<file path="config.mk">
export PLATFORM = sky130hd
export DESIGN_NAME = uart_slave_stream_bridge
export DESIGN_NICKNAME = d
export VERILOG_FILES = /design/src/rtl/uart_slave_stream_bridge.sv
export SDC_FILE = /design/constraint.sdc
export NUM_CORES = 1
export LEC_CHECK = 0
export CORE_MARGIN = 4
export CORE_UTILIZATION = 42
export CTS_CLUSTER_DIAMETER = 60
export CTS_CLUSTER_SIZE = 28
export DETAILED_ROUTE_END_ITERATION = 6
export PLACE_DENSITY_LB_ADDON = 0.08
export SLEW_MARGIN = 20
export SYNTH_ARGS = -nofsm -noshare
export SYNTH_HDL_FRONTEND = slang
export SYNTH_SLANG_ARGS = --single-unit
</file>
<file path="constraint.sdc">
create_clock -name i_clk -period 1.4 [get_ports i_clk]
set_input_delay 0.21 -clock i_clk [delete_from_list [all_inputs] [get_ports i_clk]]
set_output_delay 0.21 -clock i_clk [all_outputs]
set_load 0.03 [all_outputs]
</file>
<file path="src/rtl/uart_slave_stream_bridge.sv">
// Bus master for the UART slave register port: polls status, moves RX bytes out to a
// valid/ready stream and TX bytes in from one, without CPU involvement.
module uart_slave_stream_bridge #(
  parameter int unsigned POLL_GAP = 4,
  parameter bit          TX_FIRST = 1'b1
) (
  input  logic       i_clk,
  input  logic       i_reset,
  output logic       o_uart_cs,
  output logic       o_uart_we,
  output logic       o_uart_addr,
  output logic [7:0] o_uart_dat,
  input  logic [7:0] i_uart_dat,
  output logic [7:0] o_rx_dat,
  output logic       o_rx_valid,
  input  logic       i_rx_ready,
  input  logic [7:0] i_tx_dat,
  input  logic       i_tx_valid,
  output logic       o_tx_ready,
  output logic       o_busy
);

  localparam logic [7:0] GapReload = 8'(POLL_GAP);

  typedef enum logic [2:0] {StIdle, StStatus, StWrTx, StRdRx, StPopRx} state_e;

  state_e     state_q, state_d;
  logic [7:0] gap_q, gap_d;
  logic [7:0] rx_hold_q, rx_hold_d;
  logic       rx_hold_full_q, rx_hold_full_d;
  logic [7:0] tx_buf_q, tx_buf_d;
  logic       tx_buf_full_q, tx_buf_full_d;
  logic       rr_q, rr_d;

  logic       tx_ok, rx_ok;

  // Status bit 3 = UART TX FIFO full, bit 0 = UART RX FIFO empty.
  assign tx_ok = tx_buf_full_q & ~i_uart_dat[3];
  assign rx_ok = ~rx_hold_full_q & ~i_uart_dat[0];

  assign o_rx_valid = rx_hold_full_q;
  assign o_rx_dat   = rx_hold_q;
  assign o_tx_ready = ~tx_buf_full_q;
  assign o_busy     = (state_q != StIdle);

  always_comb begin
    state_d        = state_q;
    gap_d          = gap_q;
    rx_hold_d      = rx_hold_q;
    rx_hold_full_d = rx_hold_full_q;
    tx_buf_d       = tx_buf_q;
    tx_buf_full_d  = tx_buf_full_q;
    rr_d           = rr_q;
    o_uart_cs      = 1'b0;
    o_uart_we      = 1'b0;
    o_uart_addr    = 1'b0;
    o_uart_dat     = 8'h00;

    if (i_tx_valid && !tx_buf_full_q) begin
      tx_buf_d      = i_tx_dat;
      tx_buf_full_d = 1'b1;
    end
    if (rx_hold_full_q && i_rx_ready) begin
      rx_hold_full_d = 1'b0;
    end

    unique case (state_q)
      StIdle: begin
        if (gap_q != 8'd0) begin
          gap_d = gap_q - 8'd1;
        end else if (tx_buf_full_q || !rx_hold_full_q) begin
          state_d = StStatus;
        end
      end
      StStatus: begin
        o_uart_cs = 1'b1;
        if (tx_ok && rx_ok) begin
          state_d = rr_q ? StWrTx : StRdRx;
        end else if (tx_ok) begin
          state_d = StWrTx;
        end else if (rx_ok) begin
          state_d = StRdRx;
        end else begin
          state_d = StIdle;
          gap_d   = GapReload;
        end
      end
      StWrTx: begin
        o_uart_cs     = 1'b1;
        o_uart_we     = 1'b1;
        o_uart_addr   = 1'b1;
        o_uart_dat    = tx_buf_q;
        tx_buf_full_d = 1'b0;
        rr_d          = 1'b0;
        state_d       = StIdle;
        gap_d         = GapReload;
      end
      StRdRx: begin
        o_uart_cs      = 1'b1;
        o_uart_addr    = 1'b1;
        rx_hold_d      = i_uart_dat;
        rx_hold_full_d = 1'b1;
        state_d        = StPopRx;
      end
      StPopRx: begin
        o_uart_cs = 1'b1;
        o_uart_we = 1'b1;
        rr_d      = 1'b1;
        state_d   = StIdle;
        gap_d     = GapReload;
      end
      default: begin
        state_d = StIdle;
        gap_d   = GapReload;
      end
    endcase
  end

  always_ff @(posedge i_clk or posedge i_reset) begin
    if (i_reset) begin
      state_q        <= StIdle;
      gap_q          <= GapReload;
      rx_hold_q      <= 8'h00;
      rx_hold_full_q <= 1'b0;
      tx_buf_q       <= 8'h00;
      tx_buf_full_q  <= 1'b0;
      rr_q           <= TX_FIRST;
    end else begin
      state_q        <= state_d;
      gap_q          <= gap_d;
      rx_hold_q      <= rx_hold_d;
      rx_hold_full_q <= rx_hold_full_d;
      tx_buf_q       <= tx_buf_d;
      tx_buf_full_q  <= tx_buf_full_d;
      rr_q           <= rr_d;
    end
  end

endmodule

</file>
* After elaboration in Yosys (flattened, before gate mapping)
Cells that the tools add are included.
** Storage, ports and cells
- Register bits :: 30
- Bits in latches :: 0
- Bits in writable memories :: 0
- ROM bits :: 0
- Bits of input ports :: 20
- Output and inout port bits :: 22
- Memories kept :: 0
** Cells by class
- Add/sub/neg operators :: 1
- $mul :: 0
- Div/mod/pow operators :: 0
- Order comparisons :: 0
- Equal/unequal tests :: 10
- Shift operators :: 0
- Muxes and demuxes :: 21
- Bitwise operators :: 7
- Reductions and logical operators :: 17
** Operators by type and width (count)
- $mux 8 :: 5
- $pmux 8 s3 :: 1
- $ne 2x2->1 const B :: 6
- $pmux 3 s3 :: 1
- $mux 1 :: 8
- $reduce_bool 8->1 :: 1
- $sub 8x1->8 const B :: 1
- $eq 3x2->1 const B :: 2
- $mux 2 :: 3
- $mux 3 :: 2
- $reduce_bool 2->1 :: 3
- $not 1->1 :: 5
- $reduce_and 5->1 :: 1
- $reduce_or 2->1 :: 2
- $reduce_or 4->1 :: 1
- $eq 3x1->1 const B :: 1
- $eq 3x3->1 const B :: 1
- $logic_and 1x1->1 :: 3
- $logic_not 3->1 :: 1
- $reduce_bool 3->1 :: 1
- $and 1x1->1 :: 2
- $logic_not 1->1 :: 2
- $pmux 1 s2 :: 1
- $reduce_and 2->1 :: 1
- $logic_or 1x1->1 :: 1

* Logic depth before layout (Yosys ltp)
- Word-level depth :: 6
- Gate-level depth with buffers :: 6
- Depth with buffers taken out :: 6

* Worst setup path before layout
OpenSTA, ideal clock, no wires.
- Path kind :: register to register
- Start :: register gap_q[0]
- End :: register gap_q[3]
- Library setup time :: 0.124 ns
- Data arrival time :: 1.404 ns
- Setup slack :: -0.128 ns
- Stages on the path, launching flop included :: 7
- Path buffers :: 0
- Period minus slack after synthesis :: 1.528 ns
- Path through :: dfrtp_1 -> inv_1 -> ha_1 -> nor3b_1 -> nand2_2 -> a32oi_1 -> nand2_1
** On the way
- Cells in the longest elaborated chain, start to end :: 3
- Elaborated cells on any way between the ends :: 6
- Those cells by class :: 1 x add/sub; 1 x eq/ne; 2 x mux; 2 x reduce/logical
** Ends and longest elaborated chain
- start: declaration :: RTL line 28 : logic [7:0] gap_q, gap_d;
- start signal: assignment :: RTL line 122 : gap_q <= GapReload;
- start signal: assignment :: RTL line 130 : gap_q <= gap_d;
- $sub 8x1->8 / $reduce_bool 8->1 (equally long branches) :: RTL line 70, 69
- $mux 8 / $ne 2x2->1 (equally long branches)
- $pmux 8 s3 / $reduce_and 5->1 (equally long branches)
Several ways; a longest one is shown, not always the timed one. The select of a mux whose other input is x is not followed.
A chain may end at the register's enable or synchronous reset.

* Worst setup path in the final report
- Start :: register state_q[0]
- End :: output o_uart_dat[1]
** On the way
- Cells in the longest elaborated chain, start to end :: 2
** Ends and longest elaborated chain
- start: declaration :: RTL line 27 : state_e state_q, state_d;
- start signal: assignment :: RTL line 121 : state_q <= StIdle;
- start signal: assignment :: RTL line 129 : state_q <= state_d;
- $eq 3x2->1 :: RTL line 67 : unique case (state_q)
- $mux 8 :: RTL line 67
- end: declaration :: RTL line 12 : output logic [7:0] o_uart_dat,
No other way between the ends.

==> results.json <==
{
  "ys_ff_latch": 30,
  "relSlewSlack_pct": 77.80,
  "synth.distinct_cells": 38,
  "num_rows": 21,
  "cp_cell_sequence": "buf_6, nor3_4, buf_6, and2_4, buf_6",
  "dieWidth_microns": 66.99,
  "clkTransAtPathRegs_ns": 0.10,
  "power-per-cell-area_mw_per_mm2": 2107,
  "use_met3_pct": 9.106,
  "synthSimpleGateAreaFrac_pct": 15.84,
  "first_global_vias": 1361,
  "grt_use_met1_pct": 21.76,
  "cts.sinks": 30,
  "ff_latch_area_sq_um": 755.7,
  "vias": 1300,
  "core-area_sq_mm": 0.003337,
  "grt_setup_unrepaired": "true",
  "vdd_drop_max_uv": 994.5,
  "dp_hpwl_mm": 2.662,
  "overflow": 0,
  "synth_fp_nets": 154,
  "final_area_sq_mm": 0.002451,
  "routedWlPerCell_microns": 14.81,
  "synth_seq_area_share_pct": 51.54,
  "cts_tree": "yes",
  "avgSynthCellArea_sq_um": 11.07,
  "detail-route-antenna-nets": 0,
  "num-nets-final": 234,
  "drtPass1Iterations": 6,
  "synth_xor_area_share_pct": 1.199,
  "holdCritPathClass": "in2async",
  "max_freq_mhz": 580.7,
  "grt_start_max_net_pins": 14,
  "layout_setup_ws_ns": -0.3221,
  "portBuffers": 41,
  "top_usage_layer": "met2",
  "synth_top_family_by_area": "simple AND/OR/NAND/NOR gates",
  "cts_root_buf": "clkbuf_4",
  "multiInputGateArea_sq_um": 813.3,
  "status": "complete, but fails checks",
  "drv_cap": 0,
  "critPathKind": "reg2out",
  "postSynthCellCount": 132,
  "final_util_pct": 73.45,
  "hold_violations": 0,
  "min_period_ns": 1.722,
  "grtUsageMet2_pct": 31.44,
  "fin_crit_sh_pct": 123.0,
  "num_antenna_cells": 0,
  "synth_adder_area_share_pct": 1.712,
  "synth_compound_area_share_pct": 13.27,
  "cp_slowest_stage_delay_ns": 0.40,
  "critPathMaxFanout": 5,
  "nFillCells": 275,
  "worstMarginPinSlew_ns": 0.3303,
  "drv_slew": 0,
  "required_ns": 1.19,
  "synth_top_cell_by_area": "dfrtp_1",
  "die-area_sq_mm": 0.004487,
  "clock_path_buffers": 2,
  "place_inst": 240,
  "die_h_microns": 66.99,
  "cp_common_cell": "buf_6",
  "end_kind": "output pin",
  "ioPinCount": 42,
  "htree_levels": 2,
  "grt_use_total_pct": 19.36,
  "drc": 0,
  "ys_top_cells_by_area": "dfrtp_1 (48%), mux2_2 (10%), dfstp_2 (3.6%)",
  "startpoint_type": "flip-flop",
  "first_iter_violations": 76,
  "place.gp.congestion": 0.8107,
  "yosysWarningCount": 0,
  "cts_buffers": 5,
  "clk_latency_ns": 0.33,
  "fin_skew_ns": 0.009688,
  "placed_area_sq_mm": 0.002101,
  "finalNonFillerCells": 259,
  "antenna_found_initial": 0,
  "grt_first_pass_wirelength_mm": 6.292,
  "drive_gt1_share_pct": 51.64,
  "synth_mux_area_share_pct": 12.33,
  "netlist_area_sq_mm": 0.001461,
  "routed_wl_mm": 3.837,
  "slowest_stage": "dfrtp_1",
  "pre_cts_slack_ns": -0.2480,
  "p_leak_nw": 1.131,
  "fin_setup_tns_ns": -3.076,
  "syn_to_final_growth_pct": 67.72,
  "worstPathArrival_ns": 1.51,
  "yosys.area.top_type_share_pct": 47.95,
  "violations": "setup timing",
  "vias_per_cell": 5.019,
  "start_util_pct": 43.79,
  "finalSetupViolCount": 12
}
==> cells by family (layout without fill, tap and decap cells) <==
| kind of cell | count (synthesis) | after routing |
|---|---|---|
| simple gates | 38 | 38 |
| fa+ha+maj | 2 | 2 |
| mux | 16 | 16 |
| flops | 30 | 30 |
| buf+inv | 15 | 96 |
| compound gates | 29 | 29 |
| xor+xnor | 2 | 2 |
==> Yosys cell counts <==
master      n
dfrtp_1    28
inv_1       9
nand2_1     7
or2_2       1
a32oi_1     1
clkbuf_1    1
nand3_1     1
o2111ai_1   2
a211oi_1    1
and2_1      8
o211ai_1    1
a21oi_1     7
nor3_4      1
nor4_1      2
dfstp_2     2
nor2_1      6
inv_2       2
o2bb2ai_1   1
xnor2_1     2
nor3_1      2
nand2_2     2
o21ai_1     4
a31oi_2     1
ha_1        2
o41ai_2     1
nor3b_1     1
nand2b_1    2
nor2b_1     1
nor3_2      1
a22o_1      1
mux2_1      3
buf_2       3
o21ai_0     8
o21bai_2    1
nor4_4      1
mux2_2     13
nand4_1     1
nor2_2      1
==> worst max-delay path, delay by kind of cell, from the launching register on <==
kind          cells  cell delay [ns]
flops             1             0.40
simple gates      2             0.37
buf+inv           3             0.41
==> per-stage QoR <==
stage / hold slack [ns] / power [mW]
detailed placement: 0.4766 / 4.051
global placement: 0.4729 / 3.963
CTS: 0.1121 / 4.704
global route: 0.1085 / 5.520
finish: 0.1218 / 5.166
floorplan: 0.2993 / 2.963
==> per-layer routing <==
| metal | wire length (microns) | vias up |
|---|---|---|
| li1 | - | 623 |
| met1 | 1484 | 639 |
| met2 | 2050 | 31 |
| met3 | 244 | 7 |
| met4 | 57 | 0 |
| met5 | 0 | - |
==> cell usage in the layout (no fill, tap or decap), types with 2 or more instances in the layout <==
| master | instances |
|---|---|
| clkdlybuf4s50_1 | 19 |
| o21ai_0 | 6 |
| and2_4 | 8 |
| nand2_1 | 7 |
| clkbuf_4 | 5 |
| buf_4 | 29 |
| inv_1 | 7 |
| dfstp_2 | 2 |
| a21oi_2 | 3 |
| ha_4 | 2 |
| dfrtp_2 | 2 |
| inv_2 | 3 |
| o21ai_1 | 6 |
| a21oi_1 | 4 |
| nor3_4 | 2 |
| dlygate4sd2_1 | 9 |
| nand2_4 | 2 |
| mux2_1 | 3 |
| buf_6 | 19 |
| nor2_1 | 5 |
| dfrtp_1 | 26 |
| nor4_2 | 2 |
| xnor2_2 | 2 |
| mux2_2 | 13 |
| nor2_4 | 2 |
==> flip-flops by register name, indices dropped and copies added (netlist names) <==
register	count
gap_q	8
o_rx_dat	8
tx_buf_q	8
state_q	3
o_rx_valid	1
rr_q	1
tx_buf_full_q	1
==> final cells by class <==
| type | count | share of cell area, % |
|---|---|---|
| Clock buffer | 7 | 2.246 |
| Clock inverter | 1 | 0.2042 |
| Inverter | 11 | 1.787 |
| Multi-Input combinational cell | 87 | 33.18 |
| Sequential cell | 30 | 30.83 |
| Tap cell | 46 | 2.348 |
| Timing Repair Buffer | 77 | 29.40 |
==> timing repair <==
item / 4_1_cts / 5_1_grt
endpoints found under the setup margin: 26 / 29
pin swaps: 11 / 17
hold buffers: 0 / 0
gates cloned: 1 / 0
gates resized for setup: 38 / 35
setup buffers: 4 / 6
==> final timing paths <==
check / startpoint / to / slack, ns / cells after the start
worst max-delay path: state_q[0]$_DFFE_PP0P_ / o_uart_dat[1] / -0.32 / 5
worst min-delay path: i_reset / gap_q[3]$_DFFE_PP0P_ / 0.12 / 2
worst max register to register: gap_q[2]$_DFFE_PP1P_ / gap_q[3]$_DFFE_PP0P_ / -0.04 / 5
worst min register to register: o_rx_dat[7]$_DFFE_PP0P_ / o_rx_dat[7]$_DFFE_PP0P_ / 0.49 / 1
max in group asynchronous: i_reset / gap_q[0]$_DFFE_PP0P_ / 0.80 / 3
min in group i_clk: i_rx_ready / o_rx_valid$_DFFE_PP0P_ / 0.43 / 2
==> power by group <==
part / total [mW] / switching (mW) / internal, mW
clock: 0.547 / 0.304 / 0.243
combinational: 3.04 / 1.51 / 1.53
sequential: 1.58 / 0.316 / 1.26
Note: power is estimated with default switching activity, not from simulation.
